===== src/rtl/dbuf_seq_pkg.sv =====
// Shared types and default constants for the buffer-bank sequencer.
// Used by dbuf_seq_ctrl and dbuf_seq_tmr.
package dbuf_seq_pkg;

    localparam int NSTAGE_DEF = 4;
    localparam int DLY_W_DEF  = 8;
    localparam int TO_CYC_DEF = 1024;

    typedef enum logic [2:0] {
        ST_IDLE,
        ST_RAMP_UP,
        ST_ON,
        ST_RAMP_DN,
        ST_FAULT
    } state_t;

endpackage


===== src/rtl/dbuf_seq_tmr.sv =====
// Reloadable interval down-counter: after a load, expired rises exactly
// max(dly,1) edges later and stays high until the next load.
module dbuf_seq_tmr #(
    parameter int W = 8
) (
    input  logic         CLK,
    input  logic         RST,
    input  logic         load,
    input  logic [W-1:0] dly,
    output logic         expired
);

    logic [W-1:0] cnt;

    // Loading D-1 makes the zero-count edge land D cycles after the load edge.
    always_ff @(posedge CLK) begin
        if (RST) begin
            cnt <= '0;
        end else if (load) begin
            cnt <= (dly == '0) ? '0 : dly - 1'b1;
        end else if (cnt != '0) begin
            cnt <= cnt - 1'b1;
        end
    end

    assign expired = (cnt == '0);

endmodule


===== src/rtl/dbuf_seq_ctrl.sv =====
// Staged enable sequencer for a buffer bank with power-good handshake.
// Optional pgood timeout is compiled in with `define DBUF_SEQ_TIMEOUT_EN.
module dbuf_seq_ctrl
    import dbuf_seq_pkg::*;
#(
    parameter int NSTAGE = NSTAGE_DEF,
    parameter int DLY_W  = DLY_W_DEF,
    parameter int TO_CYC = TO_CYC_DEF
) (
    input  logic              CLK,
    input  logic              RST,
    input  logic              CELV,
    input  logic              CELG,
    input  logic              SUB,
    input  logic              en_req,
    input  logic [DLY_W-1:0]  dly_cfg,
    input  logic              pgood,
    input  logic              fault,
    output logic [NSTAGE-1:0] en_stage,
    output logic              en_ack,
    output logic              busy,
    output logic              fault_flg
);

    state_t            state;
    state_t            state_nxt;
    logic [NSTAGE-1:0] stage_nxt;
    logic              tmr_load;
    logic              tmr_exp;
    logic              all_on;
    logic              only_first;
    logic              timeout;
    logic              unused_pins;

    assign unused_pins = ^{CELV, CELG, SUB};
    assign all_on      = en_stage[NSTAGE-1];
    assign only_first  = (en_stage == NSTAGE'(1));

    dbuf_seq_tmr #(.W(DLY_W)) u_tmr (
        .CLK     (CLK),
        .RST     (RST),
        .load    (tmr_load),
        .dly     (dly_cfg),
        .expired (tmr_exp)
    );

`ifdef DBUF_SEQ_TIMEOUT_EN
    localparam int TO_W = $clog2(TO_CYC + 1);
    logic [TO_W-1:0] to_cnt;
    logic            pg_wait;

    // Counts edges spent fully ramped with the final interval expired but no pgood.
    assign pg_wait = (state == ST_RAMP_UP) && all_on && tmr_exp && !pgood;
    assign timeout = pg_wait && (to_cnt >= TO_W'(TO_CYC));

    always_ff @(posedge CLK) begin
        if (RST || !pg_wait) begin
            to_cnt <= '0;
        end else if (!timeout) begin
            to_cnt <= to_cnt + 1'b1;
        end
    end
`else
    assign timeout = 1'b0;
`endif

    // NOTE: sequential state uses non-blocking assignments so every register
    // samples the pre-edge values regardless of process ordering.
    always_ff @(posedge CLK) begin
        if (RST) begin
            state    <= ST_IDLE;
            en_stage <= '0;
        end else begin
            state    <= state_nxt;
            en_stage <= stage_nxt;
        end
    end

    always_comb begin
        // NOTE: a default before the case keeps every path assigned, so no latch.
        state_nxt = state;
        if (fault) begin
            state_nxt = ST_FAULT;
        end else begin
            case (state)
                ST_IDLE:    if (en_req) state_nxt = ST_RAMP_UP;
                ST_RAMP_UP: begin
                    if (!en_req) begin
                        state_nxt = ST_RAMP_DN;
                    end else if (tmr_exp && all_on) begin
                        if (pgood)        state_nxt = ST_ON;
                        else if (timeout) state_nxt = ST_FAULT;
                    end
                end
                ST_ON:      if (!en_req) state_nxt = ST_RAMP_DN;
                ST_RAMP_DN: if (tmr_exp && only_first) state_nxt = ST_IDLE;
                ST_FAULT:   if (!en_req) state_nxt = ST_IDLE;
                default:    state_nxt = ST_IDLE;
            endcase
        end
    end

    // Stage shifts keep en_stage thermometer-coded; every shift reloads the interval.
    always_comb begin
        busy      = (state != ST_IDLE);
        en_ack    = (state == ST_ON);
        fault_flg = (state == ST_FAULT);
        stage_nxt = en_stage;
        tmr_load  = 1'b0;
        case (state_nxt)
            ST_IDLE, ST_FAULT: stage_nxt = '0;
            ST_RAMP_UP: begin
                if (state == ST_IDLE) begin
                    stage_nxt = NSTAGE'(1);
                    tmr_load  = 1'b1;
                end else if (tmr_exp && !all_on) begin
                    stage_nxt = {en_stage[NSTAGE-2:0], 1'b1};
                    tmr_load  = 1'b1;
                end
            end
            ST_RAMP_DN: begin
                if (state != ST_RAMP_DN) begin
                    tmr_load = 1'b1;
                end else if (tmr_exp) begin
                    stage_nxt = {1'b0, en_stage[NSTAGE-1:1]};
                    tmr_load  = 1'b1;
                end
            end
            default: ;
        endcase
    end

endmodule


===== config.mk =====
export PLATFORM = sky130hd
export DESIGN_NAME = dbuf_seq_ctrl
export DESIGN_NICKNAME = d
export VERILOG_FILES = /design/src/rtl/dbuf_seq_pkg.sv /design/src/rtl/dbuf_seq_tmr.sv /design/src/rtl/dbuf_seq_ctrl.sv
export SDC_FILE = /design/constraint.sdc
export NUM_CORES = 1
export LEC_CHECK = 0
export ABC_AREA = 1
export CORE_MARGIN = 2
export CORE_UTILIZATION = 47
export CTS_BUF_LIST = sky130_fd_sc_hd__clkbuf_4 sky130_fd_sc_hd__clkbuf_8
export CTS_CLUSTER_DIAMETER = 60
export CTS_CLUSTER_SIZE = 25
export DETAILED_ROUTE_END_ITERATION = 7
export GPL_ROUTABILITY_DRIVEN = 0
export MAX_ROUTING_LAYER = met4
export PLACE_DENSITY = 0.72
export SLEW_MARGIN = 5
export SYNTH_ARGS = -nofsm -noshare
export SYNTH_HDL_FRONTEND = slang
export SYNTH_HIERARCHICAL = 1
export SYNTH_SLANG_ARGS = --single-unit

===== constraint.sdc =====
create_clock -name CLK -period 6.1 [get_ports CLK]
set_input_delay 1.22 -clock CLK [delete_from_list [all_inputs] [get_ports CLK]]
set_output_delay 1.22 -clock CLK [all_outputs]
set_load 0.03 [all_outputs]

Word-level counts from Yosys, hierarchy flattened
Index checks and enable logic that the tools add are counted.
{"block": "op_classes", "n_addsub": 2, "n_mul": 0, "n_div": 0, "n_lt_le_gt_ge": 0, "eq_ne": 12, "n_shift": 0, "muxes": 22, "bitwise": 0, "reduce_logical": 14}
{"operator": "two-way mux 3 bit", "n": 8}
{"operator": "two-way mux 8 bit", "n": 3}
{"operator": "zero test 8 bit", "n": 2}
{"operator": "two-way mux 4 bit", "n": 4}
{"operator": "subtractor 8 x 1 -> 8 bit (second input constant)", "n": 2}
{"operator": "case mux 3 bit (5 select lines)", "n": 1}
{"operator": "case mux 4 bit (3 select lines)", "n": 1}
{"operator": "equality test 3 x 2 -> 1 bit (second input constant)", "n": 3}
{"operator": "nonzero test 8 bit", "n": 1}
{"operator": "equality test 3 x 1 -> 1 bit (second input constant)", "n": 2}
{"operator": "equality test 3 bit (second input constant)", "n": 2}
{"operator": "zero test 3 bit", "n": 2}
{"operator": "nonzero test 3 bit", "n": 2}
{"operator": "equality test 4 x 1 -> 1 bit (second input constant)", "n": 1}
{"operator": "two-way mux 1 bit", "n": 4}
{"operator": "!= test 2 bit (second input constant)", "n": 2}
{"operator": "AND reduction 4 bit", "n": 1}
{"operator": "logical AND 1 bit", "n": 3}
{"operator": "!= test 3 x 2 -> 1 bit (second input constant)", "n": 1}
{"operator": "!= test 3 bit (second input constant)", "n": 1}
{"operator": "case mux 1 bit (2 select lines)", "n": 1}
{"operator": "nonzero test 2 bit", "n": 1}
{"operator": "OR reduction 2 bit", "n": 1}
{"operator": "zero test 1 bit", "n": 1}
{"block": "totals", "register_bits": 15, "latchBits": 0, "mem_bits_rw": 0, "mem_bits_ro": 0, "input_bits": 16, "out_inout_bits": 7, "wordCells": 53, "memories": 0}

Longest topological paths before layout
{"block": "depth", "word_depth": 10, "ltp_mapped": 20, "mapped_depth_nobuf": 20}

By module
The synthesis kept the hierarchy.
{"mod": "dbuf_seq_tmr", "n_inst": 1, "cells_each": 142, "area_each_um2": 782.0, "seq_area_each_um2": 160.2}
{"mod": "dbuf_seq_ctrl", "n_inst": 1, "cells_each": 91, "area_each_um2": 556.8, "seq_area_each_um2": 140.1}

Least setup slack after synthesis
Ideal clock, no wire load.
{"block": "synth_timing", "path_kind": "in2reg", "startpoint": "input pgood", "endpoint": "register u_tmr.cnt[0]", "setup_ps": 115, "t_arrival_ps": 2588, "t_required_ps": 5985, "setup_slack_ps": 3397, "path_stages": 13, "n_path_buf": 1, "path_cell_list": "nand3_1 > nand2_1 > nand2_2 > nand3_2 > nand2_4 > inv_4 > o31ai_1 > inv_2 > buf_4 > nand3_2 > clkinv_2 > nor2_1 > nor2_1"}
{"block": "synth_between", "elab_chain_len": 8, "elab_cells_between_ends": 10, "classes_between": "eq/ne (2); mux (7); reduce/logical (1)"}
{"element": "from (decl)", "line": "dbuf_seq_ctrl.sv:17", "source": "input logic pgood,"}
{"element": "two-way mux 3 bit *", "line": "dbuf_seq_ctrl.sv:91", "source": "if (pgood) state_nxt = ST_ON;"}
{"element": "two-way mux 3 bit *", "line": "dbuf_seq_ctrl.sv:90", "source": "end else if (tmr_exp && all_on) begin"}
{"element": "two-way mux 3 bit *", "line": "dbuf_seq_ctrl.sv:88", "source": "if (!en_req) begin"}
{"element": "case mux 3 bit (5 select lines) *", "line": "dbuf_seq_ctrl.sv:85", "source": "case (state)"}
{"element": "two-way mux 3 bit *", "line": "dbuf_seq_ctrl.sv:82", "source": "if (fault) begin"}
{"element": "equality test 3 x 2 -> 1 bit / equality test 3 x 1 -> 1 bit (equally long branches)", "line": "dbuf_seq_ctrl.sv:110", "source": "case (state_nxt)"}
{"element": "case mux 1 bit (2 select lines) *", "line": "dbuf_seq_ctrl.sv:110"}
{"element": "net tmr_load", "line": "dbuf_seq_ctrl.sv:28", "source": "logic tmr_load;"}
{"element": "two-way mux 8 bit / nonzero test 2 bit (equally long branches)"}
{"element": "to (signal assigned)", "line": "dbuf_seq_tmr.sv:20", "source": "cnt <= (dly == '0) ? '0 : dly - 1'b1;"}
{"element": "to (signal assigned)", "line": "dbuf_seq_tmr.sv:22", "source": "cnt <= cnt - 1'b1;"}
{"element": "to (decl)", "line": "dbuf_seq_tmr.sv:13", "source": "logic [W-1:0] cnt;"}
Mark *: on every way through the listed nets, which the timed path passes. The rest lies on a longest branch.
A chain may end at the register's enable or synchronous reset.

Final worst setup path
{"block": "layout_timing", "startpoint": "input en_req", "endpoint": "register u_tmr.cnt[3]"}
{"block": "layout_between", "elab_chain_len": 6, "elab_cells_between_ends": 11, "classes_between": "eq/ne (2); mux (8); reduce/logical (1)"}
{"element": "from (decl)", "line": "dbuf_seq_ctrl.sv:15", "source": "input logic en_req,"}
{"element": "two-way mux 3 bit, on equally long branches"}
{"element": "case mux 3 bit (5 select lines) *", "line": "dbuf_seq_ctrl.sv:85"}
{"element": "two-way mux 3 bit *", "line": "dbuf_seq_ctrl.sv:82"}
{"element": "equality test 3 x 2 -> 1 bit / equality test 3 x 1 -> 1 bit (equally long branches)", "line": "dbuf_seq_ctrl.sv:110"}
{"element": "case mux 1 bit (2 select lines) *", "line": "dbuf_seq_ctrl.sv:110"}
{"element": "net tmr_load", "line": "dbuf_seq_ctrl.sv:28"}
{"element": "two-way mux 8 bit / nonzero test 2 bit (equally long branches)"}
Marked as above.

==> results.py <==
metrics = {
    "sta": {
        "timing.final.crit_share_pct": 51.4,
        "fin_skew_ns": 0.00878,
        "tightest_slew_ns": 0.515,
        "hold_violations": 0,
        "fmax_mhz": 319,
        "finalCriticalPeriod_ns": 3.14,
        "relSlewSlack_pct": 65.4,
        "setup_viol": 0,
        "maxSlewViolCount": 0,
        "fin_setup_tns_ns": 0,
        "setup_ws_ns": 2.96,
        "rsz0062_at_grt": "false",
        "hold_ws_ns": 0.587,
    },
    "clock_tree": {
        "clk_pin_slew_ns": 0.10,
        "clock_sinks": 15,
        "clk_latency_ns": 0.29,
        "numCtsBuffers": 3,
        "post_cts_buffers": 0,
        "cts_tree": "built",
        "cts.path.max_buffers": 2,
        "htree_levels": 1,
        "cts_root_buf": "clkbuf_4",
        "cts_resized": 0,
        "postCtsHoldBufs": 0,
    },
    "worst_hold_path": {
        "hp-class": "reg2reg",
    },
    "setup_path": {
        "cp_cell_sequence": "clkdlybuf4s50_1 > inv_1 > nand3_1 > nand2_1 > inv_1 > nand3_2 > nand2_4 > o31ai_1 > inv_2 > nor2_4 > nand2_1 > nand2_1 > nand2_1 > nor2_2",
        "cp_num_buf_inv": 4,
        "critPathMaxFanout": 11,
        "worstSetupEndpointType": "flip-flop",
        "rr_endpoint": "u_tmr/cnt[3]$_SDFFE_PP0P_",
        "crit_family": "buffers and inverters",
        "critPathCapture": "u_tmr/cnt[3]$_SDFFE_PP0P_",
        "arrival_ns": 3.37,
        "cp.depth": 14,
        "critPathSlowestCell": "o31ai_1",
        "crit_start": "en_req",
        "r2r_cells": 18,
        "startpoint_type": "primary input",
        "critPathKind": "in2reg",
        "worstPathRequired_ns": 6.33,
        "r2r-start": "u_tmr/cnt[0]$_SDFFE_PP0P_",
        "rrSetupSlack_ns": 3.19,
        "crit_top_cell": "nand2_1",
        "max_stage_delay_ns": 0.49,
    },
    "run": {
        "drv_cap": 0,
    },
    "grt": {
        "grt_overflow_total": 0,
        "antenna_found_initial": 0,
        "grt_pass1_vias": 1265,
        "grt_max_degree": 12,
        "grtUsageTotal_pct": 20.7,
        "grt_pass1_wl_mm": 5.28,
    },
    "finish": {
        "syn2layout_area_growth_pct": 18.8,
        "fin_nets": 275,
        "regArea_sq_um": 300,
        "multi_input_area_sq_um": 863,
        "antenna_cells": 0,
        "final_layout_size_suffix_gt1_share_pct": 14.9,
        "fillCellCount": 280,
    },
    "synth": {
        "syn_inst": 233,
        "yosys_warnings": 6,
        "synth_cell_types": 25,
        "ys.flop_type": "dfxtp_1",
        "synth-async-reset-ratio_pct": 0,
        "post-synth-top-count-cell": "nand2_1",
        "synth.top_cells.by_area": "dfxtp_1 22%, nand2_1 18%, inv_1 10%",
        "synth_common_cells": "65 x nand2_1, 36 x inv_1, 35 x nor2_1",
        "synth.ff_latch_count": 15,
        "syn_area_per_cell_sq_um": 5.75,
        "syn_area_sq_mm": 0.00134,
        "seq_area_frac_synth_pct": 22.4,
        "syn_nets": 252,
        "synth_enable_flop_cells": 0,
        "synth_area_leader_cell": "dfxtp_1",
        "netlist.area_leader.share_pct": 22.4,
    },
    "place": {
        "dp_slack_ns": 2.69,
        "port_buffers": 19,
        "dp_hpwl_mm": 2.31,
    },
    "floorplanning": {
        "core_area_sq_mm": 0.00273,
        "initial_core_util_pct": 49.0,
        "fp-row-count": 19,
        "die_h_um": 57.4,
        "die_area_sq_mm": 0.00329,
        "pin_count": 23,
        "fp.dieW_um": 57.4,
    },
    "power_and_ir_drop": {
        "peakVddDrop_uv": 219,
        "p_leak_nw": 0.818,
        "total_power_mw": 0.490,
        "pwr_density_cell_mw_per_mm2": 308,
    },
    "routing": {
        "first_iter_violations": 36,
        "antenna_left": 0,
        "vias": 1397,
        "routed_wl_mm": 2.93,
        "via_per_inst": 4.88,
        "remaining_drc_errors": 0,
        "first_pass_iters": 5,
        "wl_per_cell_um": 10.3,
    },
    "status": {
        "status": "finished clean",
    },
}
==> cell families (layout without fill, tap and decap cells) <==
| kind of cell | count (synthesis) | in the layout | synth area share (%) |
|---|---|---|---|
| and+or+nand+nor | 155 | 155 | 55.0 |
| buffers and inverters | 44 | 66 | 13.1 |
| AOI/OAI and AO/OA | 15 | 15 | 6.07 |
| DFF | 15 | 15 | 22.4 |
| adders and majority gates | 3 | 3 | 2.80 |
| xor gates and xnor gates | 1 | 1 | 0.654 |
==> cells in the final DEF (no fill, tap or decap), drive strengths merged <==
cell type      count
nand2             74
nor2              48
inv               42
nand3             23
clkdlybuf4s50     19
dfxtp             15
o21ai              8
nand4              7
a21oi              6
clkbuf             4
ha                 3
nor3               2
o31ai              1
clkinv             1
xor2               1
or2                1
==> per-layer routing <==
metal	vias to the layer above	part of all wire (%)	GRT usage, %
met5	-	0	-
met4	0	1.4	8.97
met2	32	42	30.4
li1	759	-	-
met1	602	52	27.9
met3	4	4.5	3.63
==> report_power, final <==
part,switching (mW),internal (mW)
combinational,0.178,0.102
sequential,0.0203,0.124
clock,0.0358,0.0299
total,0.234,0.256
==> worst min-delay path: cells and delay by family (launching register included) <==
family | cells | cell delay (ns)
flops | 1 | 0.32
buf+inv | 2 | 0.14
simple gates | 2 | 0.10
==> area by class of cell <==
class / count / share of cell area [%]
clock buffer: 4 / 1.89
inverter: 43 / 10.5
multi-input combinational: 174 / 54.3
sequential: 15 / 18.9
tap: 31 / 2.44
timing repair buffer: 19 / 12.0
==> state kept, by name (all words and copies together) (netlist names) <==
| register | count |
|---|---|
| state | 3 |
| en_stage | 4 |
| u_tmr/cnt | 8 |
==> worst min-delay path by stage <==
stage                     slack [ns]  cells past startpoint                      start                        end
after global placement          0.56                      4   en_stage[0]$_SDFFE_PP0P_   en_stage[0]$_SDFFE_PP0P_
after CTS                       0.59                      4  u_tmr/cnt[6]$_SDFFE_PP0P_  u_tmr/cnt[6]$_SDFFE_PP0P_
after floorplan                 0.55                      4  u_tmr/cnt[6]$_SDFFE_PP0P_  u_tmr/cnt[6]$_SDFFE_PP0P_
after detailed placement        0.57                      4  u_tmr/cnt[6]$_SDFFE_PP0P_  u_tmr/cnt[6]$_SDFFE_PP0P_
final                           0.59                      4   en_stage[0]$_SDFFE_PP0P_   en_stage[0]$_SDFFE_PP0P_
after global routing            0.62                      4   en_stage[0]$_SDFFE_PP0P_   en_stage[0]$_SDFFE_PP0P_
==> metrics by stage <==
stage | utilization, % | cell area, sq um | std cells
3_3_place_gp | 57.1 | 1560 | 282
4_1_cts | 58.2 | 1590 | 286
3_5_place_dp | 57.1 | 1560 | 282
2_1_floorplan | - | 1340 | 233
6_report | 58.2 | 1590 | 286
5_1_grt | 58.2 | 1590 | 286
(Power assumes the default switching activity.)
